===== src/rtl/module_spi_master_ctrl.sv =====
// SPI mode-0 master controller: frames one DATA_WIDTH-bit transfer per start_i,
// driving SCLK/CS/MOSI and handing sampled MISO bits to an external RX shift register.
module module_spi_master_ctrl #(
    parameter int DATA_WIDTH = 8,
    parameter int CLK_DIV    = 4
) (
    input  logic                  clk_i,
    input  logic                  rst_i,
    input  logic                  start_i,
    input  logic [DATA_WIDTH-1:0] data_i,
    input  logic                  miso_i,
    output logic                  sclk_o,
    output logic                  cs_o,
    output logic                  mosi_o,
    output logic                  rx_bit_o,
    output logic                  rx_shift_en_o,
    output logic                  busy_o,
    output logic                  done_o
);
    localparam int              BW        = (DATA_WIDTH > 1) ? $clog2(DATA_WIDTH) : 1;
    localparam logic [7:0]      HALF_LAST = 8'(CLK_DIV - 1);
    localparam logic [BW-1:0]   BIT_LAST  = BW'(DATA_WIDTH - 1);

    typedef enum logic [1:0] {IDLE, SETUP, SHIFT, TRAIL} state_t;

    state_t                  state_q;
    logic [7:0]              hcnt_q, hcnt_d;
    logic [BW-1:0]           bcnt_q;
    logic [DATA_WIDTH-1:0]   tx_q;
    logic                    sclk_q, cs_q, mosi_q, rx_bit_q, rx_en_q, busy_q, done_q;
    logic                    half_end;

    assign half_end = (hcnt_q == HALF_LAST);
    assign hcnt_d   = half_end ? 8'd0 : hcnt_q + 8'd1;

    always_ff @(posedge clk_i) begin
        if (rst_i) begin
            state_q  <= IDLE;
            hcnt_q   <= '0;
            bcnt_q   <= '0;
            tx_q     <= '0;
            sclk_q   <= 1'b0;
            cs_q     <= 1'b1;
            mosi_q   <= 1'b0;
            rx_bit_q <= 1'b0;
            rx_en_q  <= 1'b0;
            busy_q   <= 1'b0;
            done_q   <= 1'b0;
        end else begin
            rx_en_q <= 1'b0;
            done_q  <= 1'b0;
            case (state_q)
                IDLE: begin
                    if (start_i) begin
                        state_q <= SETUP;
                        tx_q    <= data_i;
                        mosi_q  <= data_i[DATA_WIDTH-1];
                        cs_q    <= 1'b0;
                        busy_q  <= 1'b1;
                        hcnt_q  <= '0;
                        bcnt_q  <= '0;
                    end
                end
                SETUP: begin
                    hcnt_q <= hcnt_d;
                    if (half_end) begin
                        state_q  <= SHIFT;
                        sclk_q   <= 1'b1;
                        rx_bit_q <= miso_i;
                        rx_en_q  <= 1'b1;
                    end
                end
                SHIFT: begin
                    hcnt_q <= hcnt_d;
                    if (half_end) begin
                        if (sclk_q) begin
                            sclk_q <= 1'b0;
                            if (bcnt_q != BIT_LAST) begin
                                tx_q   <= {tx_q[DATA_WIDTH-2:0], 1'b0};
                                mosi_q <= tx_q[DATA_WIDTH-2];
                            end
                        end else if (bcnt_q == BIT_LAST) begin
                            // low half of the last bit is over; hold MOSI through TRAIL
                            state_q <= TRAIL;
                        end else begin
                            sclk_q   <= 1'b1;
                            bcnt_q   <= bcnt_q + 1'b1;
                            rx_bit_q <= miso_i;
                            rx_en_q  <= 1'b1;
                        end
                    end
                end
                TRAIL: begin
                    hcnt_q <= hcnt_d;
                    if (half_end) begin
                        state_q <= IDLE;
                        cs_q    <= 1'b1;
                        busy_q  <= 1'b0;
                        done_q  <= 1'b1;
                    end
                end
                default: state_q <= IDLE;
            endcase
        end
    end

    assign sclk_o        = sclk_q;
    assign cs_o          = cs_q;
    assign mosi_o        = mosi_q;
    assign rx_bit_o      = rx_bit_q;
    assign rx_shift_en_o = rx_en_q;
    assign busy_o        = busy_q;
    assign done_o        = done_q;
endmodule


===== config.mk =====
export PLATFORM = sky130hd
export DESIGN_NAME = module_spi_master_ctrl
export DESIGN_NICKNAME = d
export VERILOG_FILES = /design/src/rtl/module_spi_master_ctrl.sv
export SDC_FILE = /design/constraint.sdc
export NUM_CORES = 1
export LEC_CHECK = 0
export BUFFER_PORTS_ARGS = -buffer_cell sky130_fd_sc_hd__buf_2
export CELL_PAD_IN_SITES_DETAIL_PLACEMENT = 1
export CELL_PAD_IN_SITES_GLOBAL_PLACEMENT = 2
export CORE_MARGIN = 10
export CORE_UTILIZATION = 31
export CTS_CLUSTER_DIAMETER = 50
export CTS_CLUSTER_SIZE = 14
export DETAILED_ROUTE_END_ITERATION = 8
export PLACE_DENSITY = 0.68
export SYNTH_ARGS = -nofsm -noshare
export SYNTH_HDL_FRONTEND = slang
export SYNTH_SLANG_ARGS = --single-unit

===== constraint.sdc =====
create_clock -name clk_i -period 4.9 [get_ports clk_i]
set_input_delay 0.245 -clock clk_i [delete_from_list [all_inputs] [get_ports clk_i]]
set_output_delay 0.245 -clock clk_i [all_outputs]
set_load 0.1 [all_outputs]

==> metrics.txt, run 1 <==
Synth Warn # 0; syn nets 171; Initial DRC Count 75; fmax 346 MHz; # hold bufs at CTS 0; Comb pwr share 50.0%; required time worst endpoint 5.08 ns; metal2 WL 1900 um; WL per Instance 16.9 um; main combinational cell family by area after synthesis compound AO/OA/AOI/OAI gates; WP data arrival 3.07 ns; Worst VDD drop 0.000157 V; PwrDens 552 nW/um2; setup ws final 2.01 ns; WHS 0.281 ns; TritonCTS clock tree built; Min-Delay Path Class in -> reg; setup TNS 0 ns; Clock Root Buffer clkbuf_8; row cnt 24; Area after DPL 1520 um2; nets 187; clk sinks 27; worst-case clock skew 0.00350 ns; CTS Buf Count 3; die area 7680 um2; routability cong. 0.757; vias per cell 5.37; H-tree levels 1; Pins Over Slew Limit 0; CTS-repair resized insts 0; Setup CP Type reg -> reg; Detailed Routing Iterations Pass 1 2; Finished Cell Area 1570 um2; Layout area overhead 10.7%; Post-Synth Simple-Gate Area 17.9%; ANT cells 0; clock network fraction of total power 15.8%; clk_lat worst skew 0.28 ns; Die Y 87.7 um; Synth Area in Adders 7.05%; area of the core 4380 um2; dpl hpwl 2760 um; Synth Register Bits 27; Max-slew headroom 31.3%; CP endpoint kind flop; total gr overflow 0; # port buffers 18; Fill cells 533; met3 routed WL 98 um; Critical Path Source Type flop; Gate Count Post-Synth 151; Top Metal Used met4; antenna violations before repair 0; Post-Syn Area per Cell 9.40 um2; Reg clk slew, reported paths 0.11 ns; Seq/Total Area, Yosys 38.1%; largest net degree at the start of global routing 24; sequential share of power 34.2%; chip width 87.7 um; DR vias 1171; P_int 0.462 mW; Place WS 2.03 ns; number of remaining DRC errors 0; M1 WL 1680 um; CTS max path bufs 2; post-synth cell types 40; Max Fanout on Critical Path 16; Sw Ratio 46.7%; leakage power 0.582 nW; Post-Syn Area 1420 um2; Starting Density 32.4%; fin crit period 2.89 ns; mux cell area share after synthesis 6.44%; status completed; global-route wire length before repair 6080 um; RSZ-0062 raised after global routing no; Final Hold Fails 0; sw power 0.404 mW; Antenna Nets Post-Route 0; Total Power 0.866 mW; Final setup viols 0; post-CTS setup buffers 0; Compound-Gate Fraction of Synth Area 22.0%; Post-Synth XOR/XNOR Area 3.70%; Routed WL 3690 um; ratio of cells with drive above 1 in the final layout 18.7%; vias in the first global route 1260; # IOs 19; Max Cap Viol 0; part of the cycle the worst path needs 59.0%; Slew @ Worst Pin 1.03 ns; gr usage total 9.62%
worst max-delay path: stages (launching register included):
cell,delay (ns)
dfxtp_1,0.35
inv_1,0.13
ha_1,0.67
nor2_1,0.14
nor2_1,0.81
o21ai_0,0.34
mux2_2,0.34
per-stage QoR:
| stage | instances | utilization (%) |
|---|---|---|
| after floorplan | 151 | - |
| after global placement | 214 | 34.7 |
| after detailed placement | 214 | 34.7 |
| after CTS | 218 | 35.8 |
| after global routing | 218 | 35.8 |
| final | 218 | 35.8 |
flip-flops by register name, summed over array words and instances, names as in the netlist:
| register | flops |
|---|---|
| hcnt_q | 8 |
| tx_q | 7 |
| bcnt_q | 3 |
| state_q | 2 |
| busy_o | 1 |
| cs_o | 1 |
| done_o | 1 |
| mosi_o | 1 |
| rx_bit_o | 1 |
| rx_shift_en_o | 1 |
| sclk_o | 1 |
power by group through the flow:
stage	clock network, mW	registers (mW)	logic, mW
after floorplan	0	0.367	0.297
after global placement	0	0.297	0.416
final	0.137	0.296	0.433
after global routing	0.153	0.303	0.477
after detailed placement	0	0.302	0.436
after CTS	0.142	0.296	0.437
routing by layer:
metal	vias to the layer above	GRT usage (%)
met4	0	1.88
li1	587	-
met1	575	11.5
met2	7	17.3
met5	-	0
met3	2	1.95
Yosys cell counts (all sizes together):
| cell type | number | share of area, % |
|---|---|---|
| a31oi | 2 | 0.88 |
| xnor2 | 3 | 1.9 |
| or3b | 1 | 0.62 |
| buf | 3 | 1.7 |
| o31ai | 1 | 1.5 |
| mux2i | 8 | 5.6 |
| mux2 | 1 | 0.79 |
| nand4 | 4 | 1.8 |
| dfxtp | 27 | 38 |
| nor3b | 1 | 0.53 |
| inv | 4 | 1.1 |
| a311oi | 7 | 5.6 |
| nor4b | 1 | 1.1 |
| clkbuf | 4 | 2.0 |
| nor3 | 6 | 2.1 |
| o21ai | 7 | 2.5 |
| o211ai | 1 | 0.53 |
| o32ai | 1 | 0.62 |
| a2111oi | 1 | 0.62 |
| nand3 | 5 | 1.8 |
| and3 | 1 | 0.53 |
| ha | 8 | 7.1 |
| o21bai | 3 | 1.6 |
| a21oi | 16 | 5.6 |
| or4b | 1 | 0.97 |
| xor2 | 3 | 1.9 |
| nor4 | 1 | 0.44 |
| a311o | 1 | 0.71 |
| a22o | 2 | 1.2 |
| nor2b | 2 | 0.88 |
| nor2 | 14 | 3.7 |
| nand2 | 5 | 1.3 |
| a221oi | 1 | 0.62 |
| or3 | 1 | 0.44 |
| nand2b | 4 | 1.8 |
kinds of logic (layout without fill, tap and decap cells):
kind of cell | count (synthesis) | count (layout)
xor gates and xnor gates | 6 | 6
adders and majority gates | 8 | 8
buffers and inverters | 11 | 26
DFF | 27 | 27
and+or+nand+nor | 47 | 47
muxes | 9 | 9
AOI/OAI and AO/OA | 43 | 43
path summary, 6_finish.rpt:
check                           startpoint   endpoint  slack, ns  depth (start not counted)
worst max-delay path            state_q[0]  bcnt_q[0]       2.01                          6
worst min-delay path             data_i[0]    tx_q[0]       0.28                          3
worst max register to register  state_q[0]  bcnt_q[0]       2.01                          6
worst min register to register    rx_bit_o   rx_bit_o       0.49                          2
layout by cell type, fill, tap and decap left out, drive strengths merged, types with 2 or more instances in the layout:
cell and instances:
a21oi 16, a22o 2, a311oi 7, a31oi 2, buf 18, clkbuf 3
dfxtp 27, ha 8, inv 4, mux2i 8, nand2 5, nand2b 4
nand3 5, nand4 4, nor2 14, nor2b 2, nor3 6, o21ai 7
o21bai 3, xnor2 3, xor2 3
layout make-up:
| class | instances | area [um2] | area share, % |
|---|---|---|---|
| clock buffer | 3 | 41.3 | 2.63 |
| clock inverter | 1 | 7.51 | 0.478 |
| inverter | 4 | 15.0 | 0.956 |
| multi-input combinational | 113 | 811 | 51.6 |
| sequential | 27 | 541 | 34.4 |
| tap | 52 | 65.1 | 4.14 |
| timing repair buffer | 18 | 90.1 | 5.74 |
Note: power is estimated with default switching activity, not from simulation.
==> run 2: changes to the inputs <==
PLACE_DENSITY = 0.71   (was 0.68)
clock period = 2.54 ns   (was 4.9 ns; I/O delays follow)
==> metrics.txt, run 2 (synthesized netlist as in run 1, its figures left out) <==
ANT cells 0; die area 7680 um2; Register Area 541 um2; Slew @ Worst Pin 0.625 ns; Finished Cell Area 1610 um2; Biggest register hcnt_q; worst-case clock skew 0.00411 ns; setup TNS 0 ns; Fill cells 523; Clock Root Buffer clkbuf_8; WP data arrival 2.42 ns; number of remaining DRC errors 0; commonest non-fill, non-tap cells in the layout dfxtp_1, buf_2, a21oi_1, nor2_1; Pins Over Slew Limit 0; largest registers hcnt_q (8), tx_q (7), bcnt_q (3); area of the core 4380 um2; # hold bufs at CTS 0; status completed; clk sinks 27; part of the cycle the worst path needs 87.7%; most common cell after layout, fill and taps aside dfxtp_1; required time worst endpoint 2.73 ns; Layout area overhead 13.3%; Antenna Nets Post-Route 0; PwrDens 1050 nW/um2; WL per Instance 16.2 um; # IOs 19; gr usage total 9.74%; Reg clk slew, reported paths 0.10 ns; Final Hold Fails 0; RSZ-0062 raised after global routing no; Max-slew headroom 58.4%; routability cong. 0.812; Area after DPL 1560 um2; dpl hpwl 2710 um; fmax 449 MHz; TritonCTS clock tree built; post-CTS setup buffers 0; Min-Delay Path Class in -> reg; CTS max path bufs 2; Max Cap Viol 0; nets 192; chip width 87.7 um; vias per cell 5.35; Starting Density 32.4%; global-route wire length before repair 6120 um; number of flip-flops in the largest register 8; ratio of cells with drive above 1 in the final layout 21.1%; antenna violations before repair 0; CP endpoint kind flop; Final setup viols 0; Die Y 87.7 um; DR vias 1192; multi-input logic area 811 um2; clk_lat worst skew 0.28 ns; # port buffers 18; total gr overflow 0; row cnt 24; Critical Path Source Type flop; fin crit period 2.23 ns; CTS Buf Count 3; Routed WL 3610 um; Max Fanout on Critical Path 14; Initial DRC Count 67; CTS-repair resized insts 0; Worst VDD drop 0.000306 V; Detailed Routing Iterations Pass 1 4; Total Power 1.69 mW; vias in the first global route 1247; largest net degree at the start of global routing 24; Setup CP Type reg -> reg; H-tree levels 1; leakage power 0.607 nW; reg-to-reg setup timing slack 0.31 ns
[run 2: final cells by class]
cell class | instances | share of cell area, %
tap | 52 | 4.05
inverter | 4 | 0.934
sequential | 27 | 33.6
multi-input combinational | 113 | 50.4
clock inverter | 1 | 0.467
timing repair buffer | 23 | 7.94
clock buffer | 3 | 2.57
[run 2: final timing paths]
| path | startpoint | endpoint | cells after the start |
|---|---|---|---|
| worst max register to register | hcnt_q[0] | tx_q[2] | 5 |
| worst min register to register | hcnt_q[1] | hcnt_q[1] | 2 |
| worst max-delay path | hcnt_q[0] | tx_q[2] | 5 |
| worst min-delay path | data_i[0] | tx_q[0] | 3 |
[run 2: critical path: stages, from the launching register on]
cell      delay [ns]
dfxtp_1         0.38
ha_1            0.24
or4b_4          0.50
o31ai_4         0.60
a21oi_1         0.16
a311oi_1        0.26
[run 2: power by group]
part	leakage [nW]	internal (mW)	switching (mW)	total (mW)
Combinational	0.365	0.293	0.576	0.869
Clock	0.0217	0.112	0.141	0.253
Sequential	0.221	0.515	0.0556	0.571
[run 2: through the flow]
stage	setup slack, ns	utilization [%]	std cells	hold WS (ns)
floorplan	0.491	-	151	0.311
global placement	0.394	35.6	219	0.450
detailed placement	0.325	35.6	219	0.462
CTS	0.311	36.7	223	0.155
global route	0.0756	36.7	223	0.186
finish	0.312	36.7	223	0.161
[run 2: metal layers]
metal	track usage, %	up-vias	share of wire (%)
met5	0	-	0
met4	3.48	0	1.3
met3	1.86	5	2.8
met2	16.3	11	50
met1	12.1	574	46
li1	-	602	-
